File: src/rtl/ccff_chain_loader.sv
// Configuration-chain loader: serialises bitstream words into ccff_head and
// returns the displaced configuration from ccff_tail as readback words.
module ccff_chain_loader #(
  parameter int CHAIN_LEN = 36,
  parameter int WORD_W    = 8
) (
  input  logic              prog_clk,
  input  logic              pReset,
  input  logic              start,
  input  logic              abort,
  input  logic [WORD_W-1:0] wdata,
  input  logic              wvalid,
  output logic              wready,
  output logic              ccff_head,
  output logic              ccff_en,
  input  logic              ccff_tail,
  output logic [WORD_W-1:0] rdata,
  output logic              rvalid,
  input  logic              rready,
  output logic              busy,
  output logic              done
);

  localparam int CW = $clog2(CHAIN_LEN + 1);
  localparam int BW = $clog2(WORD_W + 1);

  typedef enum logic [2:0] {
    IDLE,
    LOAD,
    SHIFT,
    FLUSH,
    DONE
  } state_t;

  state_t state, state_nxt;

  logic [WORD_W-1:0] sreg;
  logic [WORD_W-1:0] rbuf;
  logic [WORD_W-1:0] rbuf_nxt;
  logic [CW-1:0]     remaining;
  logic [BW-1:0]     nbits;
  logic [BW-1:0]     rcnt;
  logic              accept;
  logic              last_bit;
  logic              word_end;
  logic              rb_fire;
  logic              go;

  always_ff @(posedge prog_clk) begin
    if (!pReset) begin
      state <= IDLE;
    end else begin
      state <= state_nxt;
    end
  end

  always_comb begin
    state_nxt = state;
    wready    = (state == LOAD);
    accept    = wready & wvalid;
    ccff_en   = (state == SHIFT) & ~(rvalid & ~rready);
    ccff_head = ccff_en & sreg[0];
    busy      = (state == LOAD) | (state == SHIFT) |
                (state == FLUSH);
    done      = (state == DONE);
    last_bit  = (remaining == CW'(1));
    word_end  = (nbits == BW'(1));
    rb_fire   = ccff_en &
                (last_bit | (rcnt == BW'(WORD_W - 1)));
    go        = start & ((state == IDLE) | (state == DONE));
    rbuf_nxt  = rbuf | (WORD_W'(ccff_tail) << rcnt);
    if (abort) begin
      state_nxt = IDLE;
    end else begin
      unique case (state)
        IDLE:  if (start) state_nxt = LOAD;
        LOAD:  if (accept) state_nxt = SHIFT;
        SHIFT: begin
          if (ccff_en) begin
            if (last_bit)      state_nxt = FLUSH;
            else if (word_end) state_nxt = LOAD;
          end
        end
        FLUSH: if (!rvalid || rready) state_nxt = DONE;
        DONE:  if (start) state_nxt = LOAD;
        default: state_nxt = IDLE;
      endcase
    end
  end

  always_ff @(posedge prog_clk) begin
    if (!pReset) begin
      sreg      <= '0;
      rbuf      <= '0;
      remaining <= '0;
      nbits     <= '0;
      rcnt      <= '0;
      rdata     <= '0;
      rvalid    <= 1'b0;
    end else if (abort) begin
      sreg      <= '0;
      rbuf      <= '0;
      remaining <= '0;
      nbits     <= '0;
      rcnt      <= '0;
      rdata     <= '0;
      rvalid    <= 1'b0;
    end else begin
      if (go) begin
        remaining <= CW'(CHAIN_LEN);
        rbuf      <= '0;
        rcnt      <= '0;
      end
      // the last word of a load only carries the bits still owed
      if (accept) begin
        sreg  <= wdata;
        nbits <= (int'(remaining) < WORD_W) ?
                 BW'(remaining) : BW'(WORD_W);
      end
      if (ccff_en) begin
        sreg      <= sreg >> 1;
        remaining <= remaining - CW'(1);
        nbits     <= nbits - BW'(1);
        if (rb_fire) begin
          rdata <= rbuf_nxt;
          rbuf  <= '0;
          rcnt  <= '0;
        end else begin
          rbuf <= rbuf_nxt;
          rcnt <= rcnt + BW'(1);
        end
      end
      if (rb_fire) begin
        rvalid <= 1'b1;
      end else if (rready) begin
        rvalid <= 1'b0;
      end
    end
  end

endmodule

File: config.mk
export PLATFORM = sky130hd
export DESIGN_NAME = ccff_chain_loader
export DESIGN_NICKNAME = d
export VERILOG_FILES = /design/src/rtl/ccff_chain_loader.sv
export SDC_FILE = /design/constraint.sdc
export NUM_CORES = 1
export LEC_CHECK = 0
export ABC_AREA = 1
export BUFFER_PORTS_ARGS = -buffer_cell sky130_fd_sc_hd__clkbuf_2
export CAP_MARGIN = 15
export CORE_UTILIZATION = 45
export CTS_CLUSTER_DIAMETER = 200
export DETAILED_ROUTE_END_ITERATION = 10
export MAX_ROUTING_LAYER = met4
export PLACE_DENSITY = 0.62
export SYNTH_ARGS = -nofsm -noshare
export SYNTH_HDL_FRONTEND = slang
export SYNTH_SLANG_ARGS = --single-unit
File: constraint.sdc
create_clock -name prog_clk -period 1.45 [get_ports prog_clk]
set_input_delay 0 -clock prog_clk [delete_from_list [all_inputs] [get_ports prog_clk]]
set_output_delay 0 -clock prog_clk [all_outputs]
set_load 0.05 [all_outputs]
Word level (Yosys, flattened, before mapping)
Cells that the tools add are included.
Storage, ports and cells
  input bits: 15
  logic and storage cells: 73
  register bits: 42
  output and inout port bits: 14
  ROM bits: 0
  memories: 0
  latch bits: 0
  bits in writable memories: 0
Operators by class
  shift-type cells: 1
  bitwise gates (word level): 14
  multipliers: 0
  mux-type cells: 22
  magnitude comparators: 1
  div/mod/pow operators: 0
  add/subtract/negate cells: 3
  equal/unequal tests: 12
  reduce and logical (&&, ||, !) cells: 11
Operators by type and width (number)
  two-way mux 4 bit: 6
  two-way mux 8 bit: 3
  two-way mux 3 bit: 6
  two-way mux 7 bit: 2
  two-way mux 6 bit: 2
  case mux 3 bit (4 select lines): 1
  bitwise OR 8 bit: 1
  << shifter 1 x 4 -> 8 bit: 1
  AND 1 bit: 6
  equality test 3 x 2 -> 1 bit, second input constant: 2
  equality test 6 x 1 -> 1 bit, second input constant: 1
  < comparator 6 x 4 -> 1 bit, second input constant: 1
  inequality test 2 x 1 -> 1 bit, second input constant: 3
  nonzero test 2 bit: 3
  subtractor 6 x 1 -> 6 bit, second input constant: 1
  AND reduction 5 bit: 1
  adder 4 x 1 -> 4 bit, second input constant: 1
  equality test 4 x 1 -> 1 bit, second input constant: 1
  equality test 4 x 3 -> 1 bit, second input constant: 1
  bitwise OR 1 bit: 4
  OR reduction 2 bit: 2
  subtractor 4 x 1 -> 4 bit, second input constant: 1
  equality test 3 x 1 -> 1 bit, second input constant: 1
  equality test 3 bit, second input constant: 1
  other kinds (9): 12

Logic depth before layout (Yosys ltp)
  depth in word-level cells: 7
  mapped depth: 9
  gate-level depth less buffers: 9

Least setup slack after synthesis
Ideal clock, no wire load.
  path kind: reg-to-reg
  start point: reg state[0]
  end point: reg sreg[0]
  stages on the path, launching flop included: 8
  clock period less this slack: 1839 ps
  required time: 1380 ps
  arrival: 1769 ps
  library setup time: 70 ps
  buffers on the path: 1
  slack: -389 ps
  cells stage by stage: dfxtp_1 -> inv_2 -> nor3_2 -> nand2_2 -> nand2_4 -> buf_8 -> o211ai_2 -> a21oi_2
On the way
  cells in the longest elaborated chain, start to end: 3
  elaborated cells on any way between the ends: 6
  those cells by class: eq/ne: 2; mux: 1; bitwise: 2; reduce/logical: 1
Ends and longest elaborated chain
  start: declaration: line 35  | state_t state, state_nxt;
  start signal: assignment: line 53  | state <= state_nxt;
  equality test 3 x 1 -> 1 bit: line 59  | wready = (state == LOAD);
  via wready: line 13  | output logic wready,
  AND 1 bit: line 60  | accept = wready & wvalid;
  nonzero test 2 bit (no line)
  end signal: assignment: line 116  | sreg <= wdata;
  end signal: assignment: line 121  | sreg <= sreg >> 1;
  end: declaration: line 37  | logic [WORD_W-1:0] sreg;
The timed path passes the listed nets, and every way through them passes these cells.
A chain may end at the register's enable or synchronous reset.

Worst setup path after layout
  start point: reg state[2]
  end point: reg nbits[2]
On the way
  cells in the longest elaborated chain, start to end: 3
  elaborated cells on any way between the ends: 6
  those cells by class: eq/ne: 2; mux: 1; bitwise: 2; reduce/logical: 1
Ends and longest elaborated chain
  equality test 3 x 2 -> 1 bit / equality test 3 x 1 -> 1 bit (equally long branches): line 61, 59
  AND 1 bit (on tied branches): line 61, 60
  two-way mux 4 bit / nonzero test 2 bit (equally long branches)
  end signal: assignment: line 117  | nbits <= (int'(remaining) < WORD_W) ?
  end signal: assignment: line 123  | nbits <= nbits - BW'(1);
  end: declaration: line 41  | logic [BW-1:0] nbits;
Several ways; a longest one is shown, not always the timed one.

==> metrics.md <==
| Metric | Value |
|---|---|
| Status | `finished clean` |
| Die Ht | `between 70 and 80 um` |
| # diodes | `0` |
| Max Fclk | `between 700 and 800 MHz` |
| Sequential share of the synthesized area | `0.376` |
| Port bufs | `28` |
| Leakage power | `about 1.1 nW` |
| Largest net degree at the start of global routing | `28` |
| Layout cells sized above 1 | `0.336` |
| Post-synth EDFFs | `0` |
| Hold_sp | `wdata[3]` |
| CTS Buf Count | `5` |
| Number of max-cap violations | `0` |
| # rows | `25` |
| Reg2Reg Depth | `9` |
| Die area | `5260 um^2` |
| Number of top-level pins | `29` |
| Switching power | `642 uW` |
| Clock Pin Slew Worst Setup and Hold Paths | `about 80 ps` |
| Final net count | `between 300 and 400` |
| Worst Path Max Fanout | `4` |
| Final Critical Period | `between 1000 and 1500 ps` |
| Finished Cell Area | `roughly 2700 um^2` |
| Syn. warnings | `0` |
| GR Util All Layers | `0.194` |
| Worst-skew pair later-pin latency | `290 ps` |
| Critical path capture point type | `register` |
| Pre-antenna DRT Iters | `4` |
| Reg2Reg Setup Slack | `around 81 ps` |
| Synth top cells by count | `nand2_1 (48), dfxtp_1 (42), nor2_1 (35), inv_1 (32), o21ai_0 (18)` |
| Register area | `~850 um^2` |
| Via count | `~2.0k` |
| Post-synth top flop | `dfxtp_1` |
| Die width | `between 70 and 80 um` |
| Top-count cell post-synth | `nand2_1` |
| Worst rel slew slack | `0.566` |
| Final Hold Viols | `0` |
| Critical path data arrival time | `between 1500 and 2000 ps` |
| RSZ-0062 raised after global routing | `false` |
| Share of flip-flops with an asynchronous set or reset | `0` |
| Worst EP required | `between 1500 and 2000 ps` |
| Hold path endpoint | `sreg[3]` |
| Least-Margin Pin Slew | `approximately 650 ps` |
| Mapped Cells | `around 290` |
| Syn-to-layout area delta | `22.2%` |
| VDD IR max | `between 0.6 and 0.7 mV` |
| Fill cell count | `roughly 450` |
| Area occupied by multi-input gates | `about 1200 um^2` |
| Final period util | `0.944` |
| TritonCTS clock tree | `yes` |
| Post-DRT Antenna Nets | `0` |
| Iter 0 DRT Violations | `between 70 and 80` |
| Per-cell routed wire length | `~11 um` |
| Final setup viols | `0` |
| Global route overflow | `0` |
| Core Footprint | `4750 um^2` |
| Clock Power Share | `0.311` |
| Via-to-Cell Ratio | `~4.8` |
| Type of origin of the critical path | `register` |
| Synth top area cells | `dfxtp_1 (38%), nand2_1 (8.1%), a21oi_2 (5.9%), nor2_1 (5.9%), inv_1 (5.4%)` |
| H-tree depth | `2` |
| CTS root buf | `clkbuf_8` |
| Cell Int Power | `1.63 mW` |
| Sw frac | `0.282` |
| GPL Wtd Cong | `between 0.8 and 0.9` |
| Vias in the first global route | `between 1.5k and 2k` |
| Reg power frac | `0.522` |
| Initial Util | `0.471` |
| Synthesis-stage register bit count | `42` |
| Post-Route WL | `4480 um` |
| Post-synth cell types | `39` |
| Largest area contributor in the netlist | `dfxtp_1` |
| Pins Over Slew Limit | `0` |
| Logic gate share of total power | `0.167` |
| Min-delay worst type | `in2reg` |
| Synthesized area per cell | `~7.6 um^2` |
| Mapped Nets | `between 300 and 400` |
| First-pass GRT wire length | `a little under 8000 um` |
| Mapped Area | `~2200 um^2` |
| DP HPWL | `between 3000 and 4000 um` |
| Initial antenna violation count | `0` |
| FF-to-FF Start | `state[2]` |
| Power Density | `around 830 nW/um^2` |
| Power consumption | `2.28 mW` |
| Clock buffer depth | `2` |
| Number of remaining DRC errors | `0` |
| Placed inst area | `between 2000 and 3000 um^2` |
| Crit Path Class | `reg2reg` |
| WHS Path Cells | `5` |
| Clock sink total | `42` |
| Yosys top cell area share | `0.376` |
| Clk_skew | `roughly 4.3 ps` |
| Worst reg2reg path endpoint | `nbits[2]` |
==> kinds of logic (layout without fill, tap and decap cells) <==
logic type,count (synthesis),after routing,share of synthesized area
fa+ha+maj,5,5,0.0280
compound gates,70,70,0.216
flops,42,42,0.376
simple gates,127,127,0.275
buf+inv,46,95,0.0934
xor+xnor,3,3,0.0117
==> layer usage <==
metal / vias to the layer above / part of all wire / GRT usage
met2: 27 / 0.46 / 0.319
met4: 0 / 0.0085 / 0.0588
li1: 1053 / - / -
met5: - / 0 / -
met1: 896 / 0.50 / 0.237
met3: 4 / 0.030 / 0.0417
==> critical path, cell delays in order, from the launching register on <==
cell     delay (ps)
dfxtp_4         360
inv_4            70
nand2_4          60
nor2_4          140
nand2_8          90
buf_12          130
buf_4           130
o21ai_0         100
nand3_2         110
a21oi_2         110
==> through the flow <==
stage	setup TNS [ps]	setup WS, ps	utilization	std cells	hold slack (ps)
final	0	80.8	0.575	409	38.8
after detailed placement	-14.3	-9.53	0.534	395	262
after global placement	0	16.6	0.534	395	262
after floorplan	-1000	-113	-	293	158
after global routing	0	3.65	0.575	409	56.6
after CTS	0	1.62	0.568	409	30.3
==> flip-flops by register name, summed over array words and instances, names as in the netlist <==
register,flops
remaining,6
sreg,8
rdata,8
state,3
rbuf,8
rvalid,1
nbits,4
rcnt,4
==> worst max path at each step <==
stage | start | end | slack, ps | depth (start not counted)
after global routing | state[2] | sreg[4] | 4 | 9
final | state[2] | nbits[2] | 80 | 9
after detailed placement | state[2] | rdata[4] | -10 | 8
after global placement | state[2] | rdata[0] | 20 | 8
after floorplan | state[0] | sreg[0] | -110 | 7
after CTS | state[2] | ccff_head | 2 | 7
==> layout make-up <==
class                   count  share of cell area
clock buffers               5              0.0252
flip-flops and latches     42               0.311
repair buffers             49               0.121
well taps                  67              0.0307
multi-input cells         205               0.448
clock inverters             2             0.00366
inverters                  39              0.0600
==> power groups by stage <==
| stage | Sequential, mW | Clock [mW] | Combinational (mW) |
|---|---|---|---|
| 2_1_floorplan | 1.21 | 0 | 0.268 |
| 3_3_place_gp | 1.22 | 0 | 0.354 |
| 3_5_place_dp | 1.22 | 0 | 0.357 |
| 4_1_cts | 1.19 | 0.738 | 0.372 |
| 5_1_grt | 1.19 | 0.775 | 0.421 |
| 6_report | 1.19 | 0.707 | 0.380 |
==> cells in the final DEF, fill, tap and decap left out, types with 2 or more instances in the layout <==
cell type	n
buf_4	18
nand2_1	46
nor2_4	3
inv_1	30
dfxtp_2	2
xor2_1	2
nor2_1	34
nand2_2	12
nand4_1	3
clkbuf_8	5
clkbuf_2	26
nand2_8	2
ha_1	5
inv_2	3
o21ai_0	12
dfxtp_4	2
clkinv_2	2
dlygate4sd3_1	2
nand2_4	3
inv_4	5
o211ai_2	5
o21ai_1	10
nand3_1	16
o21bai_1	8
dfxtp_1	38
nor3_2	2
a21oi_1	14
a21oi_2	15
==> repair_timing <==
action                                  CTS  global route
setup buffers                             5             0
hold buffers                              2             0
gates resized for setup                   8            19
pin swaps                                 1             3
endpoints found under the hold margin     2             0
endpoints found under the setup margin    7            34
cloned                                    0             0
Power figures use the tool's default switching activity.
